===== src/rtl/servo_pwm_multi_pkg.sv =====
// ---------------------------------------------------------------------------
// servo_pwm_multi_pkg
//   Shared types and constant helpers for the multi-channel servo PWM block.
//   The derived constants (SPAN, CENTER, TICK_DIV, US_W) are exposed as
//   constant functions so that every parameterisation of the top level and
//   of the channel slice computes them identically.
// ---------------------------------------------------------------------------
package servo_pwm_multi_pkg;

    // Sweep direction of one channel.
    typedef enum logic {
        DIR_UP   = 1'b0,
        DIR_DOWN = 1'b1
    } dir_e;

    // Default parameterisation: 50 MHz clock, 20 ms frame, 1..2 ms pulses.
    localparam int DEF_CLK_HZ    = 50_000_000;
    localparam int DEF_N_CH      = 4;
    localparam int DEF_POS_W     = 10;
    localparam int DEF_PERIOD_US = 20_000;
    localparam int DEF_MIN_US    = 1_000;
    localparam int DEF_MAX_US    = 2_000;
    localparam int DEF_STEP      = 10;

    // Ceiling log2; clog2(1) = 0.
    function automatic int clog2(input int value);
        int result;
        int rem;
        result = 0;
        rem    = value - 1;
        while (rem > 0) begin
            result = result + 1;
            rem    = rem >> 1;
        end
        return result;
    endfunction

    // Position range covered by the pulse-width window.
    function automatic int span_of(input int min_us, input int max_us);
        return max_us - min_us;
    endfunction

    // Mid-travel position used at reset.
    function automatic int center_of(input int min_us, input int max_us);
        return (max_us - min_us) / 2;
    endfunction

    // mclk cycles per microsecond tick.
    function automatic int tick_div_of(input int clk_hz);
        return clk_hz / 1_000_000;
    endfunction

    // Width of the frame counter and of the pulse comparator.
    function automatic int us_w_of(input int period_us);
        return clog2(period_us + 1);
    endfunction

endpackage


===== src/rtl/servo_pwm_ch.sv =====
// ---------------------------------------------------------------------------
// servo_pwm_ch
//   One servo channel: target position (host writes or sweep), sweep
//   direction, shadow position loaded only at frame start, and the
//   registered pulse comparator.
// Ports
//   mclk, rst_n   clock, asynchronous active-low reset
//   frame_upd     one-cycle frame-start strobe from the shared counter
//   us_cnt        current microsecond position inside the frame
//   wr_hit        host write addressed to this channel
//   wr_pos        host write data (clamped to SPAN)
//   sweep_en      autonomous sweep enable
//   freeze        hold shadow/direction, suspend sweep stepping
//   pwm           registered pulse output
//   shd           active (shadow) position
// ---------------------------------------------------------------------------
module servo_pwm_ch
    import servo_pwm_multi_pkg::*;
#(
    parameter int POS_W  = DEF_POS_W,
    parameter int US_W   = 15,
    parameter int MIN_US = DEF_MIN_US,
    parameter int MAX_US = DEF_MAX_US,
    parameter int STEP   = DEF_STEP
) (
    input  logic             mclk,
    input  logic             rst_n,
    input  logic             frame_upd,
    input  logic [US_W-1:0]  us_cnt,
    input  logic             wr_hit,
    input  logic [POS_W-1:0] wr_pos,
    input  logic             sweep_en,
    input  logic             freeze,
    output logic             pwm,
    output logic [POS_W-1:0] shd
);

    localparam logic [POS_W-1:0] SPAN_V   = POS_W'(span_of(MIN_US, MAX_US));
    localparam logic [POS_W-1:0] CENTER_V = POS_W'(center_of(MIN_US, MAX_US));
    localparam logic [POS_W:0]   SPAN_X   = (POS_W+1)'(span_of(MIN_US, MAX_US));
    localparam logic [POS_W:0]   STEP_X   = (POS_W+1)'(STEP);
    localparam logic [POS_W-1:0] STEP_V   = POS_W'(STEP);
    localparam logic [US_W-1:0]  MIN_V    = US_W'(MIN_US);

    logic [POS_W-1:0] tgt_r;
    logic [POS_W-1:0] tgt_nxt_s;
    logic [POS_W-1:0] shd_r;
    logic [POS_W-1:0] wr_clamp_s;
    logic [POS_W:0]   up_sum_s;
    logic [US_W-1:0]  limit_s;
    dir_e             dir_r;
    dir_e             dir_nxt_s;
    logic             load_s;
    logic             step_s;
    logic             pwm_r;

    // A frozen channel neither reloads its shadow nor steps its sweep; a
    // same-cycle host write takes priority over the sweep step.
    assign load_s     = frame_upd && !freeze;
    assign step_s     = load_s && sweep_en && !wr_hit;
    assign wr_clamp_s = (wr_pos > SPAN_V) ? SPAN_V : wr_pos;
    // One extra bit so the upward step cannot wrap before the clamp test.
    assign up_sum_s   = {1'b0, tgt_r} + STEP_X;
    // MIN_US + shd never exceeds MAX_US <= PERIOD_US, so US_W bits suffice.
    assign limit_s    = MIN_V + US_W'(shd_r);

    // Next target and direction: write, sweep step with clamp/reverse, or hold.
    always_comb begin
        tgt_nxt_s = tgt_r;
        dir_nxt_s = dir_r;
        if (wr_hit) begin
            tgt_nxt_s = wr_clamp_s;
            dir_nxt_s = dir_r;
        end else if (step_s) begin
            case (dir_r)
                DIR_UP: begin
                    if (up_sum_s >= SPAN_X) begin
                        tgt_nxt_s = SPAN_V;
                        dir_nxt_s = DIR_DOWN;
                    end else begin
                        tgt_nxt_s = up_sum_s[POS_W-1:0];
                        dir_nxt_s = DIR_UP;
                    end
                end
                DIR_DOWN: begin
                    if ({1'b0, tgt_r} <= STEP_X) begin
                        tgt_nxt_s = '0;
                        dir_nxt_s = DIR_UP;
                    end else begin
                        tgt_nxt_s = tgt_r - STEP_V;
                        dir_nxt_s = DIR_DOWN;
                    end
                end
                default: begin
                    tgt_nxt_s = tgt_r;
                    dir_nxt_s = DIR_UP;
                end
            endcase
        end else begin
            tgt_nxt_s = tgt_r;
            dir_nxt_s = dir_r;
        end
    end

    // Target and sweep direction registers.
    always_ff @(posedge mclk or negedge rst_n) begin
        if (!rst_n) begin
            tgt_r <= CENTER_V;
            dir_r <= DIR_UP;
        end else begin
            tgt_r <= tgt_nxt_s;
            dir_r <= dir_nxt_s;
        end
    end

    // Shadow position: loads the pre-step target only at frame start.
    always_ff @(posedge mclk or negedge rst_n) begin
        if (!rst_n) begin
            shd_r <= CENTER_V;
        end else if (load_s) begin
            shd_r <= tgt_r;
        end else begin
            shd_r <= shd_r;
        end
    end

    // Registered pulse comparator.
    always_ff @(posedge mclk or negedge rst_n) begin
        if (!rst_n) begin
            pwm_r <= 1'b0;
        end else begin
            pwm_r <= (us_cnt < limit_s);
        end
    end

    assign pwm = pwm_r;
    assign shd = shd_r;

endmodule


===== src/rtl/servo_pwm_multi.sv =====
// ---------------------------------------------------------------------------
// servo_pwm_multi
//   N-channel hobby-servo PWM generator. A prescaler derives a 1 us tick
//   from mclk, one shared counter spans the frame, and each channel slice
//   produces its own registered pulse. Position changes take effect only at
//   frame start so a pulse is never cut or stretched mid-flight.
// Ports
//   mclk, rst_n   system clock, asynchronous active-low reset
//   wr_en         one-cycle position write strobe
//   wr_ch         target channel of the write
//   wr_pos        requested position (clamped to SPAN)
//   sweep_en      per-channel autonomous sweep enable
//   freeze        per-channel hold of the current pulse width
//   pwm           per-channel servo pulses, registered
//   frame_start   one-cycle pulse at every frame wrap
//   pos_mon       active (shadow) positions, ch0 in the LSBs
//   wr_err        one-cycle pulse after a write to a nonexistent channel
// ---------------------------------------------------------------------------
module servo_pwm_multi
    import servo_pwm_multi_pkg::*;
#(
    parameter  int CLK_HZ    = DEF_CLK_HZ,
    parameter  int N_CH      = DEF_N_CH,
    parameter  int POS_W     = DEF_POS_W,
    parameter  int PERIOD_US = DEF_PERIOD_US,
    parameter  int MIN_US    = DEF_MIN_US,
    parameter  int MAX_US    = DEF_MAX_US,
    parameter  int STEP      = DEF_STEP,
    localparam int CH_W      = (N_CH > 1) ? clog2(N_CH) : 1
) (
    input  logic                  mclk,
    input  logic                  rst_n,
    input  logic                  wr_en,
    input  logic [CH_W-1:0]       wr_ch,
    input  logic [POS_W-1:0]      wr_pos,
    input  logic [N_CH-1:0]       sweep_en,
    input  logic [N_CH-1:0]       freeze,
    output logic [N_CH-1:0]       pwm,
    output logic                  frame_start,
    output logic [N_CH*POS_W-1:0] pos_mon,
    output logic                  wr_err
);

    localparam int TICK_DIV = tick_div_of(CLK_HZ);
    localparam int US_W     = us_w_of(PERIOD_US);
    localparam int PS_W     = clog2(TICK_DIV);

    localparam logic [PS_W-1:0] PS_LAST  = PS_W'(TICK_DIV - 1);
    localparam logic [US_W-1:0] US_LAST  = US_W'(PERIOD_US - 1);
    localparam logic [CH_W:0]   N_CH_V   = (CH_W+1)'(N_CH);

    logic [PS_W-1:0] prescaler_r;
    logic [US_W-1:0] us_cnt_r;
    logic            frame_start_r;
    logic            wr_err_r;
    logic            tick_s;
    logic            wrap_s;
    logic            wr_bad_s;

    assign tick_s   = (prescaler_r == PS_LAST);
    assign wrap_s   = tick_s && (us_cnt_r == US_LAST);
    // Extra bit so the range check stays meaningful when N_CH is a power of 2.
    assign wr_bad_s = wr_en && ({1'b0, wr_ch} >= N_CH_V);

    // Microsecond prescaler.
    always_ff @(posedge mclk or negedge rst_n) begin
        if (!rst_n) begin
            prescaler_r <= '0;
        end else if (tick_s) begin
            prescaler_r <= '0;
        end else begin
            prescaler_r <= prescaler_r + 1'b1;
        end
    end

    // Frame counter in microseconds, wrapping at PERIOD_US.
    always_ff @(posedge mclk or negedge rst_n) begin
        if (!rst_n) begin
            us_cnt_r <= '0;
        end else if (wrap_s) begin
            us_cnt_r <= '0;
        end else if (tick_s) begin
            us_cnt_r <= us_cnt_r + 1'b1;
        end else begin
            us_cnt_r <= us_cnt_r;
        end
    end

    // Frame-start strobe (first cycle with us_cnt back at 0) and write-error flag.
    always_ff @(posedge mclk or negedge rst_n) begin
        if (!rst_n) begin
            frame_start_r <= 1'b0;
            wr_err_r      <= 1'b0;
        end else begin
            frame_start_r <= wrap_s;
            wr_err_r      <= wr_bad_s;
        end
    end

    assign frame_start = frame_start_r;
    assign wr_err      = wr_err_r;

    for (genvar gi = 0; gi < N_CH; gi++) begin : g_ch
        logic             hit_s;
        logic [POS_W-1:0] shd_s;

        assign hit_s = wr_en && (wr_ch == CH_W'(gi));

        servo_pwm_ch #(
            .POS_W  (POS_W),
            .US_W   (US_W),
            .MIN_US (MIN_US),
            .MAX_US (MAX_US),
            .STEP   (STEP)
        ) u_ch (
            .mclk      (mclk),
            .rst_n     (rst_n),
            .frame_upd (frame_start_r),
            .us_cnt    (us_cnt_r),
            .wr_hit    (hit_s),
            .wr_pos    (wr_pos),
            .sweep_en  (sweep_en[gi]),
            .freeze    (freeze[gi]),
            .pwm       (pwm[gi]),
            .shd       (shd_s)
        );

        assign pos_mon[gi*POS_W +: POS_W] = shd_s;
    end

endmodule

===== config.mk =====
export PLATFORM = sky130hd
export DESIGN_NAME = servo_pwm_multi
export DESIGN_NICKNAME = d
export VERILOG_FILES = /design/src/rtl/servo_pwm_multi_pkg.sv /design/src/rtl/servo_pwm_ch.sv /design/src/rtl/servo_pwm_multi.sv
export SDC_FILE = /design/constraint.sdc
export NUM_CORES = 1
export LEC_CHECK = 0
export CORE_MARGIN = 2
export CORE_UTILIZATION = 59
export DETAILED_ROUTE_END_ITERATION = 12
export HOLD_SLACK_MARGIN = 0.12
export PLACE_DENSITY = 0.92
export SLEW_MARGIN = 20
export SYNTH_ARGS = -nofsm -noshare
export SYNTH_HDL_FRONTEND = slang
export SYNTH_SLANG_ARGS = --single-unit

===== constraint.sdc =====
create_clock -name mclk -period 2.9 [get_ports mclk]
set_input_delay 0.29 -clock mclk [delete_from_list [all_inputs] [get_ports mclk]]
set_output_delay 0.29 -clock mclk [all_outputs]
set_load 0.02 [all_outputs]

==> run metrics, run 1 <==
status finished clean; Routed WL 22.46 mm; CP max-delay cell dfrtp_1; Post-Syn Area a little over 8000 sq um; Slew HR 0.5373; CP delay by family, top simple AND/OR/NAND/NOR gates; worst hold path type input port to asynchronous set/reset pin; Post-Layout Cell Count 1,165; Final Net Count approximately 1,100; Max Cap Viol 0; multi-input logic area 4966 sq um; row count 42; VDD IR-drop max 0.0004186 V; DR WL/cell roughly 19 um; dpl hpwl roughly 16 mm; RSZ-0062 raised after global routing no; Remaining DRCs 0; DRT iter0 DRCs 657; top post-synthesis cells by area dfrtp_1 19%, dfstp_2 15%, ha_1 9.0%, nand2_1 4.3%, o21ai_0 4.3%; Slew @ Worst Pin 0.6868 ns; CP Cell Sequence ha_1, nor3_1, nor3b_1, xnor2_1, ha_1, a21o_1, a211o_1, or3_1, o21bai_1; routed vias/inst 6.446; #FFs+latches synth 110; register area approximately 2800 sq um; Clk Latency, worst-skew pair approximately 0.36 ns; ant diodes 0; Yosys cell types 82; worst path bufs/invs 0; Gate Count Post-Synth between 900 and 1,000; Max stage delay on crit path 0.43 ns; H-tree Lvls 3; crit path capture g_ch[2].u_ch.pwm$_DFF_PN0_; GR Overflow Total 0; most frequent CP cell ha_1; fin crit period 2.651 ns; Levels on crit path 9; Final Power 0.004010 W; Avg Cell Area, Syn 8.718 sq um; CP Launch Point g_ch[2].u_ch.shd[3]$_DFFE_PN0P_; chip height 121.7 um; leak pwr just under 4 nW; clk sinks 110; Num CTS Buffers 9; synth cell count leaders 94 x nand2_1, 80 x nor2_1, 70 x o21ai_0; Tot GR Track Use 0.3141; Clock Tree Buf Depth 2; Post-synth EDFFs 0; area delta synth->final 13.54%; Setup TNS Final 0 ns; Synth top area share 0.1899; layout cells sized above 1 0.1345; Fillers around 1,000; most common cell in the synthesized netlist nand2_1; Worst R2R End g_ch[2].u_ch.pwm$_DFF_PN0_; Fmax achieved ~0.38 GHz; critical path launch point type register; first-pass GRT wire length 36.33 mm; Final period util 0.9142; Die W 121.7 um; vias in the first global route roughly 7,100; ys flop type dfrtp_1; Worst-path clk slew ~0.070 ns; final number of max-transition violations 0; Clock Skew 0.007778 ns; largest area contributor in the netlist dfrtp_1; Cells after DPL 1,148; setup violators final 0; YS warnings 0; die area 14,800 sq um; kind of critical path register to register; Initial Util 0.6096; root buffer cell clkbuf_16; Reg2Reg Depth 9; reg2reg start g_ch[2].u_ch.shd[3]$_DFFE_PN0P_; flop-to-flop setup slack around 0.25 ns; Initial DRT Pass Iterations 5; register area share after synthesis 0.3443; Worst Setup End Kind register; vias after detailed routing 7,510; CTS tree done; total setup buffers inserted after CTS 0; initial antenna violation count 0; CP required around 3.2 ns; GPL Wtd Cong 0.9884; port bufs 67; Critical Path AT 2.94 ns; Crit Path Max Fanout 5; ys async rst share 1.000; Hold Fails Final Rpt 0; largest net degree at the start of global routing 56; Mapped Nets 1,019; pwr/cell area 432.4 nW/um^2; Core Region between 10,000 and 15,000 sq um; I/O pins 69; antenna-violating nets left 0
power by group:
group / leakage [nW] / internal [W] / total (W) / switching [W]
registers: 1.30 / 0.00167 / 0.00191 / 0.000242
clock network: 0.154 / 0.000771 / 0.00134 / 0.000572
logic: 2.51 / 0.000327 / 0.000753 / 0.000426
placed cells by master, fill, tap and decap left out, drive strengths merged, types with 10 or more instances in the layout:
cell type      netlist  routed
o21ai               74      74
ha                  59      59
dfstp               48      48
dfrtp               62      62
inv                 36      36
xnor2               33      33
or3                 14      14
xor2                17      17
nand2b              16      16
nor2b               17      17
nand2               94      94
clkbuf              33      14
nor2                83      83
a21oi               49      49
o22ai               10      10
clkdlybuf4s50        0      66
nand3               24      24
mux2                25      25
buf                 16      18
a21o                10      10
a211oi              12      12
o211ai              10      10
nor3                33      33
stage by stage:
stage / worst slack [ns] / hold slack, ns / area, sq um / utilization
floorplan: 0.3524 / -0.005591 / 8169 / -
global placement: 0.3676 / 0.2272 / 8942 / 0.6673
detailed placement: 0.2622 / 0.2345 / 8942 / 0.6673
CTS: 0.2328 / 0.4069 / 9275 / 0.6922
global route: 0.05814 / 0.4235 / 9275 / 0.6922
finish: 0.2488 / 0.3919 / 9275 / 0.6922
layout make-up:
class	count	share of cell area
Multi-Input combinational cell	742	0.5354
Sequential cell	110	0.3033
Timing Repair Buffer	85	0.08822
Clock buffer	14	0.03076
Tap cell	176	0.02374
Inverter	36	0.01457
Clock inverter	2	0.004047
sequential cells by signal, indices dropped and copies added, names as in the netlist:
register         cells
us_cnt_r            15
g_ch.u_ch.tgt_r     40
g_ch.u_ch.dir_r      4
g_ch.u_ch.shd       40
prescaler_r          6
frame_start          1
g_ch.u_ch.pwm        4
logic make-up after synthesis:
group           synth area share
simple gates              0.2195
compound gates            0.2034
flops                     0.3443
buf+inv                  0.04779
fa+ha+maj                0.09037
xor+xnor                 0.05361
mux                      0.04059
other cells            0.0004590
metal layers:
layer  GRT usage  routed length (um)  vias to the layer above  part of all wire
met2      0.4842               10310                      400              0.46
met5           0                   0                        -                 0
li1            -                   -                     3498                 -
met3     0.07537                2208                       58             0.098
met4      0.1027                 576                        0             0.026
met1      0.4377                9371                     3554              0.42
timing repair:
item	4_1_cts	5_1_grt
hold buffers	1	0
hold endpoints to repair	10	0
gates resized for setup	0	0
how the worst min path moves through the flow:
| stage | startpoint | endpoint | slack [ns] | depth (start not counted) |
|---|---|---|---|---|
| detailed placement | rst_n | g_ch[1].u_ch.shd[1]$_DFFE_PN0P_ | 0.23 | 1 |
| global placement | rst_n | g_ch[1].u_ch.dir_r$_DFFE_PN0P_ | 0.23 | 1 |
| CTS | rst_n | g_ch[1].u_ch.dir_r$_DFFE_PN0P_ | 0.41 | 2 |
| finish | rst_n | g_ch[1].u_ch.dir_r$_DFFE_PN0P_ | 0.39 | 2 |
| floorplan | rst_n | frame_start$_DFF_PN0_ | -0.006 | 0 |
| global route | rst_n | g_ch[1].u_ch.dir_r$_DFFE_PN0P_ | 0.42 | 2 |
No activity file was read; power rests on OpenSTA's default activity.
==> run 2, diff against run 1 <==
CTS_CLUSTER_DIAMETER = 40   (was unset)
MAX_ROUTING_LAYER = met4   (was unset)
==> run 2 against run 1 <==
  * Global-route usage rose by 0.57 points
  * Clock power rose by 3%
  * Worst hold slack improved by 0.075 ns
  * Fmax fell by 0.54%
  * Critical path depth did not move
  * Sequential share of layout area barely moved
  * Routed wire length fell by 1.5%
  * Clock skew rose by 0.00093 ns
  * Clock-buffer cell count fell by 4
  * Via count rose by 0.59%
  * Largest power group unchanged
==> run metrics, run 2 (same netlist as run 1, synthesis figures left out) <==
ant diodes 0 (unchanged); die area 14,800 sq um (unchanged); CP required 3.18 ns (about the same); pwr/cell area 436.0 nW/um^2 (+0.84%); CP Cell Sequence ha_1, nor3_1, nor3b_1, xnor2_1, ha_1, a21o_1, a211o_1, or3_1, o21bai_1; most frequent cells in the layout 94 x nand2_1, 80 x nor2_1, 70 x o21ai_0; port bufs 67 (unchanged); Initial DRT Pass Iterations 5 (unchanged); Setup WS pre-CTS 0.2562 ns (-0.006043 ns); critical path launch point type register; Remaining DRCs 0 (unchanged); clk sinks 110 (unchanged); Final Net Count 1,067 (+0.094%); most frequent CP cell ha_1; DRT iter0 DRCs 679 (+3.3%); initial antenna violation count 0 (unchanged); GPL Wtd Cong 0.9729 (-1.6%); total setup buffers inserted after CTS 0 (unchanged); Crit Path Max Fanout 5 (unchanged); Cells after DPL 1,149 (+0.087%); Fmax achieved 0.3752 GHz (-0.54%); Initial Util 0.6096 (unchanged); final core occ 0.6923 (about the same); Num CTS Buffers 9 (unchanged); Max Cap Viol 0 (unchanged); Slew @ Worst Pin 0.6542 ns (-0.03260 ns); root buffer cell clkbuf_16; first-pass GRT wire length 35.86 mm (-1.3%); DR WL/cell 18.98 um (-1.6%); Worst-path clk slew 0.07 ns (about the same); Clock Skew 0.008706 ns (+0.0009280 ns); Core Region 13,400 sq um (unchanged); Hold Fails Final Rpt 0 (unchanged); layout cells sized above 1 0.1374 (+0.002894); vias in the first global route 7,079 (-0.014%); CP max-delay cell dfrtp_1; H-tree Lvls 3 (unchanged); fin worst setup slack 0.2345 ns (-0.01429 ns); Critical Path AT 2.95 ns (about the same); Routed WL 22.13 mm (-1.5%); Worst Setup End Kind register; Final Power 0.004045 W (+0.87%); dpl hpwl 15.99 mm (about the same); kind of critical path register to register; worst hold path type input port to asynchronous set/reset pin; Reg2Reg Depth 9 (unchanged); status finished clean; area delta synth->final 13.57% (about the same); setup violators final 0 (unchanged); Clk Latency, worst-skew pair 0.36 ns (about the same); largest net degree at the start of global routing 49 (-13%); GR Overflow Total 0 (unchanged); CTS tree done; I/O pins 69 (unchanged); Die W 121.7 um (unchanged); Post-Layout Cell Count 1,166 (+0.086%); Slew HR 0.5639 (+0.02658); RSZ-0062 raised after global routing no; Final period util 0.9191 (+0.004927); Clock Tree Buf Depth 2 (unchanged); row count 42 (unchanged); final number of max-transition violations 0 (unchanged); Tot GR Track Use 0.3198 (+0.005741); vias after detailed routing 7,554 (+0.59%); fin crit period 2.665 ns (+0.01429 ns); leak pwr 3.966 nW (+0.12%); VDD IR-drop max 0.0003636 V (-13%); antenna-violating nets left 0 (unchanged); most common cell after layout, fill and taps aside nand2_1; routed vias/inst 6.479 (+0.50%); chip height 121.7 um (unchanged); Setup TNS Final 0 ns (unchanged); Max stage delay on crit path 0.43 ns (about the same)
[run 2: area by class of cell]
type / count / area (sq um)
Inverter: 36 / 135.1
Tap cell: 176 / 220.2
Clock inverter: 6 / 91.34
Clock buffer: 10 / 239.0
Multi-Input combinational cell: 742 / 4966
Fill cell: 1031 / 4123
Timing Repair Buffer: 86 / 813.3
Sequential cell: 110 / 2813
[run 2: where the power goes]
| group | switching, W | leakage [nW] | internal (W) |
|---|---|---|---|
| Clock | 0.000592 | 0.160 | 0.000786 |
| Combinational | 0.000432 | 2.51 | 0.000330 |
| Sequential | 0.000234 | 1.30 | 0.00167 |
[run 2: critical path: cells and delay by family, from the launching register on]
kind / cells / cell delay, ns
compound gates: 3 / 0.64
xor+xnor: 1 / 0.15
fa+ha+maj: 2 / 0.50
flops: 1 / 0.43
simple gates: 3 / 0.87
[run 2: path summary, 6_finish.rpt]
path                                                 start                                end  slack (ns)
max reg2reg                g_ch[2].u_ch.shd[3]$_DFFE_PN0P_         g_ch[2].u_ch.pwm$_DFF_PN0_        0.23
max                        g_ch[2].u_ch.shd[3]$_DFFE_PN0P_         g_ch[2].u_ch.pwm$_DFF_PN0_        0.23
max in group asynchronous                            rst_n  g_ch[1].u_ch.tgt_r[5]$_DFFE_PN1P_        1.58
min reg2reg                g_ch[2].u_ch.shd[2]$_DFFE_PN1P_    g_ch[2].u_ch.shd[2]$_DFFE_PN1P_        0.51
min in group mclk          g_ch[2].u_ch.shd[2]$_DFFE_PN1P_    g_ch[2].u_ch.shd[2]$_DFFE_PN1P_        0.51
min                                                  rst_n    g_ch[1].u_ch.shd[9]$_DFFE_PN0P_        0.47
[run 2: through the flow]
step	instance area (sq um)	hold WS (ns)
3_3_place_gp	8937	0.3246
4_1_cts	9278	0.4947
5_1_grt	9278	0.5269
3_5_place_dp	8937	0.3385
2_1_floorplan	8169	-0.005591
6_report	9278	0.4672
[run 2: repair_timing]
item	in CTS	in global routing
resized for setup	0	0
hold endpoints to repair	34	0
hold buffers	1	0
[run 2: routing by layer]
layer  share of wire  vias to the layer above  global-route usage
li1                -                     3512                   -
met1            0.43                     3568              0.4275
met2            0.45                      412              0.4803
met3           0.095                       62             0.07444
met4           0.030                        0              0.1121
met5               0                        -                   -
==> RTL change, RTL diff (settings of run 1) <==
Change the package constant `DEF_N_CH` from 4 to 2.
--- a/src/rtl/servo_pwm_multi_pkg.sv
+++ b/src/rtl/servo_pwm_multi_pkg.sv
@@ -16,5 +16,5 @@
     // Default parameterisation: 50 MHz clock, 20 ms frame, 1..2 ms pulses.
     localparam int DEF_CLK_HZ    = 50_000_000;
-    localparam int DEF_N_CH      = 4;
+    localparam int DEF_N_CH      = 2;
     localparam int DEF_POS_W     = 10;
     localparam int DEF_PERIOD_US = 20_000;
Interface: changed (5 resized); port bits go from 69 to 42. The function was not compared with the original's and may differ.
==> RTL change against run 1 <==
  * Sequential cell count down 44
  * Design area fell by 43%
  * Synthesized area down 43%
  * Wire length is 49% lower
  * Total power is 45% lower
  * Critical path depth fell by 1
  * Largest cell class unchanged
  * Setup slack about the same
  * Sequential power decreased by 44%
==> RTL change: results (changes against run 1) <==
| Metric | Value |
|---|---|
| Synth Area in Adders | `8.35% (was 9.04%)` |
| Syn Area/Cell | `9.22 um2 (was 8.72 um2)` |
| Routed wl met2 | `5730 um (was 10300 um)` |
| Fraction of area in multi-input gates | `52.3% (was 53.5%)` |
| Compound-Gate Fraction of Synth Area | `20.0% (was 20.3%)` |
| Outcome | `complete, no violations (unchanged)` |
| Largest net degree at the start of global routing | `48 (was 56)` |
| Inverters | `22 (was 36)` |
| Synth Register Bits | `66 (was 110)` |
| Sequential share of cell area | `31.7% (was 30.3%)` |
| CP top delay family | `compound AO/OA/AOI/OAI gates (was simple AND/OR/NAND/NOR gates)` |
| Met2 Use GR | `45.7% (was 48.4%)` |
| Fillers | `590 (was 1047)` |
| Area occupied by registers | `1680 um2 (was 2810 um2)` |
| Detailed Place HPWL | `8400 um (was 16000 um)` |
| Setup Skew | `0.00938 ns (was 0.00778 ns)` |
| Cell variety after synth | `74 (was 82)` |
| Placed Area | `5090 um2 (was 8940 um2)` |
| WP data arrival | `2.88 ns (was 2.94 ns)` |
| Number of placement rows | `32 (was 42)` |
| Register area share after synthesis | `36.2% (was 34.4%)` |
| Vias/cell | `6.39 (was 6.45)` |
| ClkCell Share | `3.84% (was 3.48%)` |
| Clock group | `800 uW (was 1340 uW)` |
| Gr usage total | `27.6% (was 31.4%)` |
| Vias in the first global route | `3932 (was 7080)` |
| Share of cells above drive strength 1 | `16.0% (was 13.4%)` |
| M3 GR Usage | `5.45% (was 7.54%)` |
| NetSw | `641 uW (was 1240 uW)` |
| DR iter-0 viols | `320 (was 657)` |
| LEAKAGE | `0.00223 uW (was 0.00396 uW)` |
| M1 GR Usage | `35.9% (was 43.8%)` |
| Post-Place Cells | `628 (was 1148)` |
| Gp weighted congestion | `0.953 (was 0.988)` |
[RTL change: cell types whose count changed after synthesis, moves of 12 or more]
cell / delta
nand2_1: -57
o21ai_0: -35
nor2_1: -29
ha_1: -28
a21oi_1: -25
dfstp_2: -24
clkbuf_1: -20
dfrtp_1: -20
nor3_1: -17
inv_1: -14
mux2_2: -12
nand3_1: -12
[RTL change: worst paths after layout]
path / to / slack, ns / cells after the start
max reg2reg: g_ch[0].u_ch.pwm / 0.25 / 8
max in group asynchronous: g_ch[0].u_ch.tgt_r[6] / 1.76 / 3
min reg2reg: us_cnt_r[14] / 0.49 / 1
min: g_ch[1].u_ch.pwm / 0.48 / 2
max: g_ch[0].u_ch.pwm / 0.25 / 8
min in group mclk: us_cnt_r[14] / 0.49 / 1
